## src/rtl/debounce_pkg.sv

```systemverilog
// Shared types and helpers for the debounced button bank.
// Build option: DEBOUNCE_RAW_COUNT_EN adds raw (pre-debounce) edge counters.
package debounce_pkg;

    typedef enum logic [1:0] {
        S_LOW,
        S_WAIT_HIGH,
        S_HIGH,
        S_WAIT_LOW
    } deb_state_t;

    // The timer counts 0..cycles-1, so it needs clog2(cycles) bits and at least one.
    function automatic int timer_width(input int cycles);
        return (cycles > 1) ? $clog2(cycles) : 1;
    endfunction

endpackage

```

## src/rtl/debounce_channel.sv

```systemverilog
// One button channel: synchronizer, debounce FSM, press one-shot and press counter.
// Build option: DEBOUNCE_RAW_COUNT_EN adds raw_count, which counts synchronized rising edges.
module debounce_channel
    import debounce_pkg::*;
#(
    parameter int SYNC_STAGES     = 2,
    parameter int DEBOUNCE_CYCLES = 5000000,
    parameter int CNT_W           = 8,
    parameter int CNT_SAT         = 0
) (
    input  logic             clk,
    input  logic             reset,
    input  logic             noisy,
    input  logic             clear,
    output logic             debounced,
    output logic             press_pulse,
    output logic [CNT_W-1:0] count
`ifdef DEBOUNCE_RAW_COUNT_EN
    ,
    output logic [CNT_W-1:0] raw_count
`endif
);

    localparam int                 TIMER_W    = timer_width(DEBOUNCE_CYCLES);
    localparam logic [TIMER_W-1:0] TIMER_LAST = TIMER_W'(DEBOUNCE_CYCLES - 1);

    logic [SYNC_STAGES-1:0] sync_q;
    logic                   sync;
    deb_state_t             state_q;
    logic [TIMER_W-1:0]     timer_q;
    logic                   debounced_q;
    logic                   press_pulse_q;
    logic [CNT_W-1:0]       count_q;
    logic [CNT_W-1:0]       count_d;

    function automatic logic [CNT_W-1:0] bump(input logic [CNT_W-1:0] value);
        if ((CNT_SAT != 0) && (value == '1)) return value;
        return value + 1'b1;
    endfunction

    always_ff @(posedge clk or posedge reset) begin
        if (reset) sync_q <= '0;
        else       sync_q <= {sync_q[SYNC_STAGES-2:0], noisy};
    end

    assign sync = sync_q[SYNC_STAGES-1];

    // debounced and press_pulse are set on the same edge as the state change they reflect.
    always_ff @(posedge clk or posedge reset) begin
        if (reset) begin
            state_q       <= S_LOW;
            timer_q       <= '0;
            debounced_q   <= 1'b0;
            press_pulse_q <= 1'b0;
        end else begin
            // NOTE: non-blocking throughout, so every decision below sees pre-edge values.
            press_pulse_q <= 1'b0;
            case (state_q)
                S_LOW: begin
                    if (sync) begin
                        state_q <= S_WAIT_HIGH;
                        timer_q <= '0;
                    end
                end
                S_WAIT_HIGH: begin
                    if (!sync) begin
                        state_q <= S_LOW;
                    end else if (timer_q == TIMER_LAST) begin
                        state_q       <= S_HIGH;
                        debounced_q   <= 1'b1;
                        press_pulse_q <= 1'b1;
                    end else begin
                        timer_q <= timer_q + 1'b1;
                    end
                end
                S_HIGH: begin
                    if (!sync) begin
                        state_q <= S_WAIT_LOW;
                        timer_q <= '0;
                    end
                end
                S_WAIT_LOW: begin
                    if (sync) begin
                        state_q <= S_HIGH;
                    end else if (timer_q == TIMER_LAST) begin
                        state_q     <= S_LOW;
                        debounced_q <= 1'b0;
                    end else begin
                        timer_q <= timer_q + 1'b1;
                    end
                end
                default: state_q <= S_LOW;
            endcase
        end
    end

    // Clear beats a coincident press; that press is dropped.
    always_comb begin
        // NOTE: default first so no branch can leave count_d unassigned and infer a latch.
        count_d = count_q;
        if (clear)              count_d = '0;
        else if (press_pulse_q) count_d = bump(count_q);
    end

    always_ff @(posedge clk or posedge reset) begin
        if (reset) count_q <= '0;
        else       count_q <= count_d;
    end

    assign debounced   = debounced_q;
    assign press_pulse = press_pulse_q;
    assign count       = count_q;

`ifdef DEBOUNCE_RAW_COUNT_EN
    logic             sync_prev_q;
    logic             raw_rise_q;
    logic [CNT_W-1:0] raw_count_q;
    logic [CNT_W-1:0] raw_count_d;

    always_comb begin
        raw_count_d = raw_count_q;
        if (clear)           raw_count_d = '0;
        else if (raw_rise_q) raw_count_d = bump(raw_count_q);
    end

    always_ff @(posedge clk or posedge reset) begin
        if (reset) begin
            sync_prev_q <= 1'b0;
            raw_rise_q  <= 1'b0;
            raw_count_q <= '0;
        end else begin
            sync_prev_q <= sync;
            raw_rise_q  <= sync & ~sync_prev_q;
            raw_count_q <= raw_count_d;
        end
    end

    assign raw_count = raw_count_q;
`endif

endmodule

```

## src/rtl/debounce_counter_bank.sv

```systemverilog
// N-channel debounced button front end with packed press counters for a display.
// Build option: DEBOUNCE_RAW_COUNT_EN adds the raw_count bus (bounce visibility).
module debounce_counter_bank
    import debounce_pkg::*;
#(
    parameter int NUM_CH          = 4,
    parameter int SYNC_STAGES     = 2,
    parameter int DEBOUNCE_CYCLES = 5000000,
    parameter int CNT_W           = 8,
    parameter int CNT_SAT         = 0
) (
    input  logic                    clk,
    input  logic                    reset,
    input  logic [NUM_CH-1:0]       noisy,
    input  logic                    clear,
    output logic [NUM_CH-1:0]       debounced,
    output logic [NUM_CH-1:0]       press_pulse,
    output logic [NUM_CH*CNT_W-1:0] count
`ifdef DEBOUNCE_RAW_COUNT_EN
    ,
    output logic [NUM_CH*CNT_W-1:0] raw_count
`endif
);

    for (genvar i = 0; i < NUM_CH; i++) begin : g_ch
        debounce_channel #(
            .SYNC_STAGES    (SYNC_STAGES),
            .DEBOUNCE_CYCLES(DEBOUNCE_CYCLES),
            .CNT_W          (CNT_W),
            .CNT_SAT        (CNT_SAT)
        ) u_channel (
            .clk        (clk),
            .reset      (reset),
            .noisy      (noisy[i]),
            .clear      (clear),
            .debounced  (debounced[i]),
            .press_pulse(press_pulse[i]),
            .count      (count[i*CNT_W +: CNT_W])
`ifdef DEBOUNCE_RAW_COUNT_EN
            ,
            .raw_count  (raw_count[i*CNT_W +: CNT_W])
`endif
        );
    end

endmodule
```

## config.mk

```make
export PLATFORM = sky130hd
export DESIGN_NAME = debounce_counter_bank
export DESIGN_NICKNAME = d
export VERILOG_FILES = /design/src/rtl/debounce_pkg.sv /design/src/rtl/debounce_channel.sv /design/src/rtl/debounce_counter_bank.sv
export SDC_FILE = /design/constraint.sdc
export NUM_CORES = 1
export LEC_CHECK = 0
export BUFFER_PORTS_ARGS = -buffer_cell sky130_fd_sc_hd__buf_2
export CAP_MARGIN = 15
export CORE_MARGIN = 3
export CORE_UTILIZATION = 58
export CTS_BUF_LIST = sky130_fd_sc_hd__clkbuf_4 sky130_fd_sc_hd__clkbuf_8
export CTS_CLUSTER_SIZE = 8
export DETAILED_ROUTE_END_ITERATION = 16
export PLACE_DENSITY = 0.79
export SLEW_MARGIN = 20
export SYNTH_ARGS = -nofsm -noshare
export SYNTH_HDL_FRONTEND = slang
export SYNTH_HIERARCHICAL = 1
export SYNTH_SLANG_ARGS = --single-unit
```

## constraint.sdc

```tcl
create_clock -name clk -period 2.05 [get_ports clk]
set_input_delay 0.205 -clock clk [delete_from_list [all_inputs] [get_ports clk]]
set_output_delay 0.205 -clock clk [all_outputs]
set_load 0.02 [all_outputs]
```

# [Word-level counts from Yosys, hierarchy flattened]
# Cells that the tools add are included.
[word_totals] latch_bits=0 memories=0 in_bits=7 regBits=148 mem_bits_ro=0 ramBits=0 output_inout_bits=40 word_cells=196
[op_classes] add_sub_neg=8 n_eq_ne=48 shifts=0 n_bitwise=0 reduce_logical=24 n_mul=0 magnitude_cmp=0 n_mux=92 n_div=0
[ops] op="two-way mux 23 bit" n=20
[ops] op="one-hot mux 23 bit (4 select lines)" n=4
[ops] op="adder 23 x 1 -> 23 bit (second input constant)" n=4
[ops] op="== test 23 bit (second input constant)" n=4
[ops] op="two-way mux 8 bit" n=8
[ops] op="two-way mux 2 bit" n=24
[ops] op="adder 8 x 1 -> 8 bit (second input constant)" n=4
[ops] op="!= test 2 x 1 -> 1 bit (second input constant)" n=16
[ops] op="one-hot mux 2 bit (4 select lines)" n=4
[ops] op="AND reduction 4 bit" n=8
[ops] op="two-way mux 1 bit" n=28
[ops] op="AND reduction 5 bit" n=4
[ops] op="== test 2 bit (second input constant)" n=8
[ops] op="!= test 2 bit (second input constant)" n=8
[ops] op="nonzero test 2 bit" n=8
[ops] op="!= test 3 x 1 -> 1 bit (second input constant)" n=4
[ops] op="!= test 3 bit (second input constant)" n=4
[ops] op="== test 2 x 1 -> 1 bit (second input constant)" n=4
[ops] op="zero test 2 bit" n=4
[ops] op="one-hot mux 1 bit (2 select lines)" n=4

# [Depth between registers and ports, before layout]
[logic_depth] depth_word=4 depth_mapped=6 ltp_nobuf=5

# [Cells and area by module]
# Netlist, hierarchy kept.
[modules_own_cells] mod="debounce_channel (g_ch[0].u_channel ...)" cells_each=239 area_each_um2=2207.1 n_inst=3
[modules_own_cells] mod="debounce_channel (g_ch[3].u_channel)" cells_each=230 area_each_um2=2118.3 n_inst=1

# [Worst setup path before layout]
# Ideal clock, no wire load.
[synth_path] kind="flip-flop to flip-flop" start="reg g_ch[3].u_channel.timer_q[0]" end="reg (tool-made name)" synth_period_minus_slack_ns=2.058 n_path_buf=1 arrival_ns=1.930 path_stages_with_launch=7 slack_ns=-0.008 required_time_ns=1.922 setup_ns=0.128 path_cell_list="dfrtp_1 ha_1 nand2_2 or4_1 buf_2 nor3_2 mux2_1"
[synth_lines] element="start: declaration" line_no="debounce_channel.sv:30" source="logic [TIMER_W-1:0] timer_q;"
[synth_lines] element="start signal: assignment" line_no="debounce_channel.sv:73" source="timer_q <= timer_q + 1'b1;"
[synth_lines] element="start signal: assignment" line_no="debounce_channel.sv:89" source="timer_q <= timer_q + 1'b1;"

==> results.env <==
CTS.SINK_COUNT=148
CLOCK_INSERTION_DELAY_WORST_SKEW_PS=450
WHS_ENDPOINT='g_ch[3].u_channel/count[2]$_DFFE_PP0P_'
TIMING.FMAX_MHz=509.5
REG2REG_SETUP_SLACK_PS=90
LAYOUT.NETS=1014
CRIT_PATH_END_KIND='register'
TIMING.RR.START='g_ch[3].u_channel/timer_q[0]$_DFFE_PP0P_'
WORSTPATHARRIVAL_PS=2300
POST_ROUTE_CELLS_DRIVE_ABOVE_1_SHARE_PCT=16.80
SYNTH-EDFF-COUNT=0
WORST_CLOCK_SKEW_PS=8.531
YOSYS_REGISTER_BITS=148
IR_DROP_mV=0.4630
STATIC-LEAKAGE-POWER_nW=4.361
LAYOUTNONFILLERINSTCOUNT=1196
SIMPLE_GATE_SHARE_OF_THE_SYNTHESIZED_AREA_PCT=29.68
LAYOUT_COMMONEST_CELL='sky130_fd_sc_hd__dfrtp_1'
DOMINANT_COMBINATIONAL_CELL_FAMILY_BY_AREA_AFTER_SYNTHESIS='simple AND/OR/NAND/NOR gates'
ROUTE.DETAILED.DRC=0
TRITONCTS='yes'
DRT-VIAS-PER-INSTANCE=6.470
YOSYSWARNINGCOUNT=6
SYNTH_XOR_XNOR_AREA_SHARE_PCT=3.207
DP.CELLS=1159
NUM_VIAS=7738
SW_FRAC_OF_TOTAL_PCT=23.96
SEQ_TOTAL_AREA_YOSYS_PCT=42.38
MIN_PATH_TYPE='in2reg'
ASYNC_RESET_FF_SHARE_PCT=100.0
TIMING.HOLD.WORST.START='clear'
PLACEMENT_ROWS=44
CTS_SETUP_BUFFERS=0
WORST_PIN_SLEW_PS=660.8
CTS_HTREE_LEVELS=4
LARGEST_NET_DEGREE_AT_THE_START_OF_GLOBAL_ROUTING=38
WORSTREGTOREGCELLS=5
HOLD_VIOL_FINAL=0
ANTENNA_DIODE_COUNT=0
FINAL.PERIOD_UTILIZATION_PCT=95.75
NUMBER_OF_ROUTED_NETS_WITH_ANTENNA_VIOLATIONS=0
COMPOUND_GATE_PORTION_OF_THE_SYNTHESIZED_AREA_PCT=15.42
DIE_H_UM=128.8
FINALMAXSLEWVIOLATIONS=0
TNS_PS=0
P_CLK_SHARE_PCT=43.4
LARGEST_CELLS_BY_AREA_AFTER_SYNTHESIS='sky130_fd_sc_hd__dfrtp_1 42%, sky130_fd_sc_hd__nand2_1 4.9%, sky130_fd_sc_hd__nand4_1 3.4%'
CP_DATA_REQUIRED_TIME_PS=2390
SYNTH.AREA.MUX_SHARE_PCT=3.307
POST_SYNTH_INSTANCE_AREA_UM2=8740
DRT-WIRELENGTH-PER-CELL_UM=16.87
CRITPATHMAXFANOUT=7
SYNTH.TOP_CELL.AREA_SHARE_PCT=42.38
WORSTSETUPSTARTPOINTTYPE='register'
WORSTHOLDPATHCELLS=2
DRT_FIRST_ITER_VIOLATIONS=812
OUTCOME='complete, no violations'
START_UTIL_PCT=59.68
NUMBER_OF_SETUP_VIOLATIONS_IN_THE_FINAL_REPORT=0
SYNTHDISTINCTLIBCELLS=69
NUMPORTBUFFERS=46
INITIAL_ANTENNA_VIOLATION_COUNT=0
CTS.ROOT.BUFFER_CELL='sky130_fd_sc_hd__clkbuf_8'
PLACE_WORST_SETUP_SLACK_PS=67.42
FINAL.SETUP.WORST_SLACK_PS=87.13
POWER.SHARE.SEQUENTIAL_PCT=49.4
POWER_FRAC_COMB_PCT=7.2
NET-SWITCHING-POWER_mW=1.508
DIEWIDTH_UM=128.8
PERIOD_NEEDED_PS=1963
DESIGN.CORE.AREA_UM2=14640
CLOCKBUFFERDEPTH=2
FINAL_CORE_UTIL_PCT=67.09
FLOW.AREA_GROWTH_FROM_SYNTHESIS_PCT=12.41
GRT_UTIL_ALL_LAYERS_PCT=25.31
FP.DIEAREA_UM2=16580
POWER-PER-CELL-AREA_nW_PER_UM2=640.9
GLOBALROUTEOVERFLOWTOTAL=0
CLK_PIN_SLEW_WORST_PATHS_PS=80
ROUTED_WIRE_LENGTH_UM=20180
MAX_SLEW_MARGIN_PCT=55.90
POSTSYNTH.TOPFLOPCELL='sky130_fd_sc_hd__dfrtp_1'
POST_SYNTH.CELL_AREA_AVG_UM2=9.229
GRT_PASS1_VIAS=7088
LAYOUT.CELLS.MOST_COMMON_LIST='148 x sky130_fd_sc_hd__dfrtp_1, 115 x sky130_fd_sc_hd__nand2_1, 74 x sky130_fd_sc_hd__nor2_1'
DETAILEDROUTE.FIRSTPASSITERATIONCOUNT=5
CTS_MADE_BUFFERS=17
MAX_CAP_VIOL=0
MAPPEDNETLISTNETS=962
CELL_INTERNAL_PWR_mW=4.788
POSTSYNTHCELLCOUNT=947
GRT_FIRST_PASS_WIRELENGTH_UM=34580
DPL.HPWL_UM=13570
SYNTH_FA_HA_AREA_SHARE_PCT=1.145
BIGGEST_AREA_CONSUMER_AMONG_SYNTHESIZED_CELLS='sky130_fd_sc_hd__dfrtp_1'
IO-PIN-COUNT=47
RSZ_0062_RAISED_AFTER_GLOBAL_ROUTING='false'
GP_CONGESTION=0.8731
WORSTSETUPPATHTYPE='reg2reg'
-- how the worst max path moves through the flow --
stage                                             startpoint        to  slack (ps)  depth (start not counted)
floorplan           g_ch[3].u_channel/timer_q[0]$_DFFE_PP0P_  register           5                          6
global placement    g_ch[3].u_channel/timer_q[1]$_DFFE_PP0P_  register         120                          5
detailed placement  g_ch[3].u_channel/timer_q[0]$_DFFE_PP0P_  register          70                          5
CTS                 g_ch[3].u_channel/timer_q[0]$_DFFE_PP0P_  register          40                          5
global route        g_ch[0].u_channel/timer_q[0]$_DFFE_PP0P_  register           1                          5
finish              g_ch[3].u_channel/timer_q[0]$_DFFE_PP0P_  register          90                          5
-- through the flow --
| step | power (mW) | hold slack [ps] | cell area, um2 |
|---|---|---|---|
| after global routing | 6.554 | 201.9 | 9824 |
| final | 6.296 | 216.0 | 9824 |
| after floorplan | 3.441 | 236.4 | 8742 |
| after CTS | 6.349 | 188.8 | 9797 |
| after global placement | 3.595 | 313.7 | 9255 |
| after detailed placement | 3.610 | 315.2 | 9255 |
-- repair_timing --
action / CTS / global route
pin swaps: 0 / 1
endpoints found under the hold margin: 130 / 0
gates resized for setup: 1 / 7
hold buffers: 5 / 0
setup endpoints to repair: 1 / 12
-- worst max-delay path: stages (launching register included) --
cell	delay, ps
sky130_fd_sc_hd__dfrtp_1	360
sky130_fd_sc_hd__ha_2	220
sky130_fd_sc_hd__nand2_2	110
sky130_fd_sc_hd__or4_4	590
sky130_fd_sc_hd__nor3_2	220
sky130_fd_sc_hd__mux2_1	350
-- state kept, by name, summed over array words and instances (netlist names), named ones only --
signal / cells
g_ch.u_channel/press_pulse: 4
g_ch.u_channel/timer_q: 92
g_ch.u_channel/count: 32
g_ch.u_channel/debounced: 4
g_ch.u_channel/sync_q: 8
g_ch.u_channel/state_q: 4
-- Yosys cell counts, types with 7 or more instances --
master                     instances
sky130_fd_sc_hd__nand2_1         115
sky130_fd_sc_hd__inv_1            17
sky130_fd_sc_hd__clkbuf_1         36
sky130_fd_sc_hd__buf_6            10
sky130_fd_sc_hd__and4_1           17
sky130_fd_sc_hd__mux2i_1          21
sky130_fd_sc_hd__nand3_1          45
sky130_fd_sc_hd__a31oi_1           7
sky130_fd_sc_hd__mux2_1            7
sky130_fd_sc_hd__nor4_1           14
sky130_fd_sc_hd__dfrtp_1         148
sky130_fd_sc_hd__a211o_1           7
sky130_fd_sc_hd__a21oi_1          20
sky130_fd_sc_hd__nor3_1           24
sky130_fd_sc_hd__a21boi_0          7
sky130_fd_sc_hd__xor2_1           16
sky130_fd_sc_hd__o41ai_1           8
sky130_fd_sc_hd__or3_1            10
sky130_fd_sc_hd__xnor2_1          16
sky130_fd_sc_hd__or4_1            13
sky130_fd_sc_hd__nand4_1          47
sky130_fd_sc_hd__o21ai_0          50
sky130_fd_sc_hd__nor2_1           74
sky130_fd_sc_hd__buf_2            16
sky130_fd_sc_hd__o211ai_1         19
sky130_fd_sc_hd__and3_1           29
sky130_fd_sc_hd__o311ai_0          7
sky130_fd_sc_hd__ha_1              8
sky130_fd_sc_hd__and2_1           12
-- per-layer routing --
layer	up-vias	part of all wire [%]	global-route usage [%]
li1	3662	-	-
met1	3774	46	36.22
met2	269	47	38.87
met3	33	5.4	5.604
met4	0	1.5	7.721
met5	-	0	0
-- power groups by stage --
stage                     Clock [mW]  Combinational [mW]  Sequential (mW)
after floorplan                    0               0.306             3.14
after global placement             0               0.439             3.16
after detailed placement           0               0.447             3.16
after CTS                       2.79               0.456             3.10
after global routing            2.92               0.514             3.12
final                           2.73               0.455             3.11
-- cell families (layout without fill, tap and decap cells) --
family / count (synthesis) / count (layout)
xor+xnor: 32 / 32
fa+ha+maj: 8 / 8
simple gates: 459 / 459
buf+inv: 85 / 150
compound gates: 187 / 187
mux: 28 / 28
flops: 148 / 148
-- area by class of cell --
type	instances	area [um2]
well taps	184	230.2
clock buffers	19	255.2
flip-flops and latches	148	3704
multi-input cells	714	4678
clock inverters	13	229.0
fillers	1150	4820
inverters	18	67.56
repair buffers	100	660.6
Power figures use the tool's default switching activity.
